$ cat config.mk
export PLATFORM = sky130hd
export DESIGN_NAME = rr_enc_arbiter
export DESIGN_NICKNAME = d
export VERILOG_FILES = /design/src/rtl/rr_enc_arbiter_pkg.sv /design/src/rtl/enc_onehot.sv /design/src/rtl/rr_enc_arbiter.sv
export SDC_FILE = /design/constraint.sdc
export NUM_CORES = 1
export LEC_CHECK = 0
export ABC_AREA = 1
export BUFFER_PORTS_ARGS = -buffer_cell sky130_fd_sc_hd__buf_2
export CAP_MARGIN = 20
export CORE_MARGIN = 2
export CORE_UTILIZATION = 55
export DETAILED_ROUTE_END_ITERATION = 8
export GPL_ROUTABILITY_DRIVEN = 0
export PLACE_DENSITY = 0.77
export REMOVE_ABC_BUFFERS = 1
export SLEW_MARGIN = 5
export SYNTH_ARGS = -nofsm -noshare
export SYNTH_HDL_FRONTEND = slang
export SYNTH_SLANG_ARGS = --single-unit
$ cat constraint.sdc
create_clock -name clk -period 3 [get_ports clk]
set_clock_uncertainty 0.05 [all_clocks]
set_input_delay 0.6 -clock clk [delete_from_list [all_inputs] [get_ports clk]]
set_output_delay 0.6 -clock clk [all_outputs]
set_load 0.01 [all_outputs]
$ cat src/rtl/rr_enc_arbiter_pkg.sv
// Shared constants for the rotating-priority arbiter: default sizes and FSM states.
package rr_enc_arbiter_pkg;

  localparam int unsigned RR_N_DEFAULT = 4;  // requesters, must be 2**k
  localparam int unsigned RR_K_DEFAULT = 2;  // grant index width
  localparam int unsigned RR_H_DEFAULT = 4;  // hold counter width

  typedef enum logic {
    ST_IDLE  = 1'b0,
    ST_GRANT = 1'b1
  } rr_state_t;

endpackage : rr_enc_arbiter_pkg

$ cat src/rtl/enc_onehot.sv
// One-hot to binary encoder; an all-zero input encodes to index 0.
module enc_onehot #(
  parameter int unsigned n = 4,
  parameter int unsigned k = 2
) (
  input  logic [n-1:0] i_onehot,
  output logic [k-1:0] o_idx
);

  // OR together the indices of all set bits (exactly one for a valid one-hot input)
  always_comb begin
    o_idx = '0;
    for (int i = 0; i < int'(n); i++) begin
      if (i_onehot[i]) begin
        o_idx = o_idx | k'(i);
      end
    end
  end

endmodule : enc_onehot

$ cat src/rtl/rr_enc_arbiter.sv
// Rotating-priority arbiter with registered one-hot grant, binary index and
// a bounded hold time after which the grant is revoked with a timeout pulse.
module rr_enc_arbiter
  import rr_enc_arbiter_pkg::*;
#(
  parameter int unsigned n = RR_N_DEFAULT,
  parameter int unsigned k = RR_K_DEFAULT,
  parameter int unsigned h = RR_H_DEFAULT
) (
  input  logic         clk,
  input  logic         reset_n,
  input  logic [n-1:0] req,
  output logic [n-1:0] gnt,
  output logic [k-1:0] gnt_idx,
  output logic         valid,
  output logic         timeout
);

  // Hold counter value during the last permitted grant cycle (2**h-1 cycles total)
  localparam logic [h-1:0] HOLD_LAST = h'((1 << h) - 2);

  rr_state_t    r_state;
  logic [n-1:0] r_gnt;
  logic [k-1:0] r_gnt_idx;
  logic         r_valid;
  logic         r_timeout;
  logic [k-1:0] r_ptr;
  logic [h-1:0] r_hold;

  logic [n-1:0] w_sel_oh;
  logic [k-1:0] w_sel_idx;

  // Pick the first requester at or after r_ptr, wrapping; lowest search offset wins
  always_comb begin
    logic [k-1:0] w_pos;
    w_sel_oh = '0;
    w_pos    = '0;
    for (int j = int'(n) - 1; j >= 0; j--) begin
      w_pos = r_ptr + k'(j);
      if (req[w_pos]) begin
        w_sel_oh        = '0;
        w_sel_oh[w_pos] = 1'b1;
      end
    end
  end

  enc_onehot #(
    .n (n),
    .k (k)
  ) u_enc (
    .i_onehot (w_sel_oh),
    .o_idx    (w_sel_idx)
  );

  // Arbiter FSM: grant from IDLE, hold while requested, release or time out back to IDLE
  always_ff @(posedge clk or negedge reset_n) begin
    if (!reset_n) begin
      r_state   <= ST_IDLE;
      r_gnt     <= '0;
      r_gnt_idx <= '0;
      r_valid   <= 1'b0;
      r_timeout <= 1'b0;
      r_ptr     <= '0;
      r_hold    <= '0;
    end else begin
      r_timeout <= 1'b0;
      case (r_state)
        ST_IDLE: begin
          if (|req) begin
            r_gnt     <= w_sel_oh;
            r_gnt_idx <= w_sel_idx;
            r_valid   <= 1'b1;
            r_hold    <= '0;
            r_state   <= ST_GRANT;
          end
        end
        ST_GRANT: begin
          if (!req[r_gnt_idx] || (r_hold == HOLD_LAST)) begin
            // Voluntary release takes precedence: no timeout if req drops on the last cycle
            r_timeout <= req[r_gnt_idx];
            r_gnt     <= '0;
            r_gnt_idx <= '0;
            r_valid   <= 1'b0;
            r_ptr     <= r_gnt_idx + k'(1);
            r_state   <= ST_IDLE;
          end else begin
            r_hold <= r_hold + h'(1);
          end
        end
        default: begin
          r_state <= ST_IDLE;
        end
      endcase
    end
  end

  assign gnt     = r_gnt;
  assign gnt_idx = r_gnt_idx;
  assign valid   = r_valid;
  assign timeout = r_timeout;

endmodule : rr_enc_arbiter
After elaboration in Yosys (flattened, before gate mapping)
Cells that the tools add are included.
Widths: inputs -> output; s select.
{"block": "totals", "register_bits": 15, "out_inout_bits": 8, "wordCells": 78}
{"block": "classes", "add_sub_neg": 5, "order_cmp": 9, "eq_ne": 4, "n_mux": 42, "n_bitwise": 1, "n_reduce_logical": 10}
{"cell": "$mux 4", "n": 8}
{"cell": "$mux 1", "n": 16}
{"cell": "$pmux 4 s2", "n": 2}
{"cell": "$lt 2x3->1 const B", "n": 5}
{"cell": "$bmux 1 s2", "n": 5}
{"cell": "$demux 1 s2", "n": 4}
{"cell": "$ge 2x1->1 const B", "n": 4}
{"cell": "$mux 2", "n": 4}
{"cell": "$reduce_and 2->1", "n": 3}
{"cell": "$add 2x1->2 const B", "n": 2}
{"cell": "$add 2x2->2 const B", "n": 2}
{"cell": "$add 4x1->4 const B", "n": 1}
{"cell": "$eq 4x4->1 const B", "n": 1}
{"cell": "$logic_and 1x1->1", "n": 4}
{"cell": "$ne 2x2->1 const B", "n": 2}
{"cell": "$pmux 1 s2", "n": 2}
{"cell": "$pmux 2 s2", "n": 1}
{"cell": "$reduce_or 4->1", "n": 1}
{"cell": "$ne 2x1->1 const B", "n": 1}
{"cell": "$logic_not 1->1", "n": 1}
{"cell": "$logic_or 1x1->1", "n": 1}
{"cell": "$not 1->1", "n": 1}

Longest topological paths before layout
{"block": "depth", "ltp_word": 14, "mapped_depth": 12}

By module
Synthesis repeated with hierarchy kept, for this count alone.
{"block": "hier_totals", "cells_unflattened": 157, "hier_area_um2": 1064.8}
{"mod": "rr_enc_arbiter", "n_inst": 1, "cells_per_inst": 152, "area_each_um2": 1046.0, "seq_area_each_um2": 375.4}
{"mod": "enc_onehot", "n_inst": 1, "cells_per_inst": 5, "area_each_um2": 18.8, "seq_area_each_um2": 0.0}

Worst setup path after synthesis
OpenSTA, ideal clock, no wires.
{"block": "synth_path", "kind": "register to register", "from": "register r_ptr[1]", "to": "register r_gnt_idx[0], in the netlist gnt_idx[0]", "setup_time_ps": 125, "arrival_time_ps": 1606, "required_ps": 2825, "path_slack_ps": 1219, "path_stages_with_launch": 13, "cell_sequence": "dfrtp_1 inv_1 ha_1 inv_1 nand3_2 nand2_4 nand2_1 clkinv_1 nand2_1 nand2_1 nand2_1 nand2_1 nand3_1"}
{"block": "synth_via", "elab_chain_cells": 14, "elab_cells_between_ends": 40, "cone_classes": "add/sub (3); order compare (8); mux (25); reduce/logical (4)"}
{"element": "start, declared", "line": "rr_enc_arbiter.sv:27", "text": "logic [k-1:0] r_ptr;"}
{"element": "start signal, assigned", "line": "rr_enc_arbiter.sv:84", "text": "r_ptr <= r_gnt_idx + k'(1);"}
{"element": "$add 2x2->2", "line": "rr_enc_arbiter.sv:39", "text": "w_pos = r_ptr + k'(j);"}
{"element": "$lt 2x3->1 (implied by the code) or $ge 2x1->1 (tied branches)", "line": "rr_enc_arbiter.sv:42", "text": "w_sel_oh[w_pos] = 1'b1;"}
{"element": "$logic_and 1x1->1 (implied by the code)", "line": "rr_enc_arbiter.sv:42"}
{"element": "$mux 1 (implied by the code)", "line": "rr_enc_arbiter.sv:42"}
{"element": "$demux 1 s2", "line": "rr_enc_arbiter.sv:42"}
{"element": "$mux 4 (3 in a row)", "line": "rr_enc_arbiter.sv:40", "text": "if (req[w_pos]) begin"}
{"element": "$mux 4 (*)", "line": "rr_enc_arbiter.sv:40"}
{"element": "$mux 1", "line": "enc_onehot.sv:14", "text": "if (i_onehot[i]) begin"}
{"element": "$mux 2", "line": "enc_onehot.sv:14"}
{"element": "$mux 2 (*)", "line": "enc_onehot.sv:14"}
{"element": "$mux 2 (*)", "line": "rr_enc_arbiter.sv:69", "text": "if (|req) begin"}
{"element": "$pmux 2 s2 (*)", "line": "rr_enc_arbiter.sv:67", "text": "case (r_state)"}
{"element": "end signal, assigned", "line": "rr_enc_arbiter.sv:71", "text": "r_gnt_idx <= w_sel_idx;"}
{"element": "end, declared", "line": "rr_enc_arbiter.sv:24", "text": "logic [k-1:0] r_gnt_idx;"}
Mark *: on every way between the ends. The rest lies on a longest branch, timed or not. The select of a mux whose other input is x is not followed.
A chain may end at the register's enable or synchronous reset.

Worst setup path in the final report
{"block": "layout_path", "from": "register r_ptr[0]", "to": "register r_gnt_idx[0], in the netlist gnt_idx[0]"}
The elaborated chain is that of the path after synthesis.

==> impl_metrics.ini <==
[synth]
postSynthCellCount = 157
ys_ff_latch = 15
muxShareOfSynthArea_pct = 0
synth_top_family_by_area = simple AND/OR/NAND/NOR gates
synthAdderAreaFrac_pct = 10.04
synth.most_common_cell = nand2_1
yosys-top-cells-area = dfrtp_1, nand2_1, nand3_1, ha_1, inv_1
synth_top_cell_area_share_pct = 33.48
synth_compound_area_share_pct = 5.692
synth_xor_area_share_pct = 0.7813
ys_warn_count = 0
ys_seq_area_share_pct = 33.48
synth_area_leader_cell = dfrtp_1
synth_simple_gate_area_share_pct = 42.63
avgSynthCellArea_um2 = 7.141
ys_async_sr_fraction_pct = 100.0
synth-main-ff-cell = dfrtp_1
synth-edff-count = 0
synthTopCellsByCount = nand2_1, nand3_1, inv_1
ys_types = 20
synth.cell_area_mm2 = 0.001121

[critical_path]
cp.required_ns = 3.13
cp_data_arrival_time_ns = 2.11
crit_type = reg -> reg
endpoint_kind = flip-flop
reg2regPathDepth = 12
slowest_delay_ns = 0.57
critPathBufInv = 3
worst-path-max-fanout = 11
crit_path_top_delay_cell = dfrtp_1
reg2reg_to = gnt_idx[0]
path_cells = inv_2, ha_1, inv_1, nand3_2, nand2_4, nand2_1, clkinv_1, nand2_1, nand2_1, nand2_1, nand2_1, nand3_1
crit_top_cell = nand2_1
rrSetupSlack_ns = 1.01
critical_path.top_delay_family = flip-flops
timing.rr.start = r_ptr[0]
critical_path.startpoint_type = flip-flop

[sta]
period_share_pct = 66.30
slew_violations = 0
max_slew_margin_pct = 74.78
hold_viol_final = 0
worstMarginPinSlew_ns = 0.3784
fin_ws_ns = 1.011
final-setup-viol-count = 0
whs_ns = 0.1489
fin_setup_tns_ns = 0
max_freq_mhz = 502.8
rsz0062_at_grt = no
period_minus_slack_ns = 1.989

[layout]
post_route_cells_drive_above_1_share_pct = 20.11
area.sequential_um2 = 375.4
fin_cells = 201
fillCellCount = 182
nNetsFinal = 190
multi_input_area_um2 = 663.1
n_antenna_cell = 0
syn2layout_area_growth_pct = 11.27
final_core_util_pct = 64.24
final_area_mm2 = 0.001247

[routing]
drtIter0Drc = 43
viasPerCell = 5.075
drc = 0
drt_pre_antenna_iters = 4
wire_per_inst_um = 11.28
ant_nets = 0
vias = 1020
drt-total-wl_um = 2268

[global_routing]
antenna_found_initial = 0
grt-ovfl-total = 0
grt_pass1_vias = 938
globalRouteTotalUtil_pct = 21.24
grt_start_max_net_pins = 16
grt_pass1_wl_um = 3995

[clock_tree]
htreeDepth = 1
ctsResizeCount = 0
cts_hold_buf = 0
cts_buffers = 3
clk_latency_ns = 0.28
cts_root_buf = clkbuf_4
clkSinkCount = 15
clk_path_buf_depth = 2
postCtsSetupBuffers = 0
cts_tree = built
clk_pin_slew_worst_paths_ns = 0.09

[place]
dp_cells = 197
place_area_mm2 = 0.001220
numPortBuffers = 13
place_ws_ns = 1.022
dpl.hpwl_um = 1843

[floorplan]
die-width_um = 49.15
dieArea_mm2 = 0.002415
core_mm2 = 0.001942
start_util_pct = 57.73
die_y_um = 49.15
io_pins = 14
placementRows = 16

[status]
outcome = finished clean

[job]
cap_violations = 0

[power]
power_density_mw_per_mm2 = 1110
power.total_mw = 1.385
peakVddDrop_v = 0.0006825
leakage_nw = 0.7157

[hold_path]
hold_class = in -> async
## worst register-to-register path, stage by stage, from the launching register on
cell and delay, ns:
dfrtp_1 0.57, inv_2 0.17, ha_1 0.39, inv_1 0.12
nand3_2 0.12, nand2_4 0.11, nand2_1 0.06, clkinv_1 0.04
nand2_1 0.04, nand2_1 0.05, nand2_1 0.04, nand2_1 0.07
nand3_1 0.06
## layout make-up
class / instances / area share [%]
inverters: 22 / 6.620
repair buffers: 13 / 5.216
well taps: 27 / 2.708
clock inverters: 1 / 0.4012
clock buffers: 3 / 1.805
multi-input cells: 120 / 53.16
flip-flops and latches: 15 / 30.09
## state kept, by name, summed over array words and instances (netlist names)
| signal | cells |
|---|---|
| r_state | 1 |
| timeout | 1 |
| r_ptr | 2 |
| valid | 1 |
| r_hold | 4 |
| gnt | 4 |
| gnt_idx | 2 |
## per-layer routing
layer / vias up / track usage (%) / wire [um]
met5: - / 0 / 0
met3: 2 / 4.908 / 80
met4: 0 / 5.238 / 15
met2: 25 / 35.14 / 1080
met1: 459 / 27.95 / 1092
li1: 534 / - / -
## cell usage in the layout, fill, tap and decap left out
cell type	netlist	routed
nand2_1	52	52
nand3_1	24	24
inv_1	18	18
dfrtp_1	15	15
buf_2	0	13
ha_1	9	9
nand2_2	7	7
nor2_1	6	6
o21ai_1	6	6
inv_2	3	3
nand3_2	3	3
o21ai_0	3	3
clkbuf_4	0	3
nand3_4	2	2
a21oi_1	2	2
nor2_2	1	1
o21ai_2	1	1
nand2_4	1	1
clkinv_1	1	1
or2_0	1	1
nand3b_1	1	1
xor2_1	1	1
clkinv_2	0	1
## power by group
| group | leakage (nW) | total, mW | internal, mW | switching (mW) |
|---|---|---|---|---|
| Clock | 0.0177 | 0.112 | 0.0494 | 0.0621 |
| Combinational | 0.507 | 0.902 | 0.319 | 0.583 |
| Sequential | 0.191 | 0.371 | 0.280 | 0.0906 |
## cell families after synthesis
logic type / Yosys count
XOR/XNOR: 1
buffers and inverters: 22
flip-flops: 15
AO/OA/AOI/OAI: 12
adder cells (fa/ha/maj): 9
AND/OR/NAND/NOR: 98
## worst max path at each step
| stage | from | end | slack [ns] | cells past startpoint |
|---|---|---|---|---|
| after floorplan | r_ptr[1] | gnt_idx[0] | 1.22 | 12 |
| after global placement | r_ptr[0] | gnt_idx[0] | 1.09 | 12 |
| after detailed placement | r_ptr[0] | gnt_idx[0] | 1.02 | 12 |
| after CTS | r_ptr[0] | gnt_idx[0] | 1.01 | 12 |
| after global routing | r_ptr[0] | gnt_idx[0] | 0.82 | 12 |
| final | r_ptr[0] | gnt_idx[0] | 1.01 | 12 |
No activity file was read; power rests on OpenSTA's default activity.
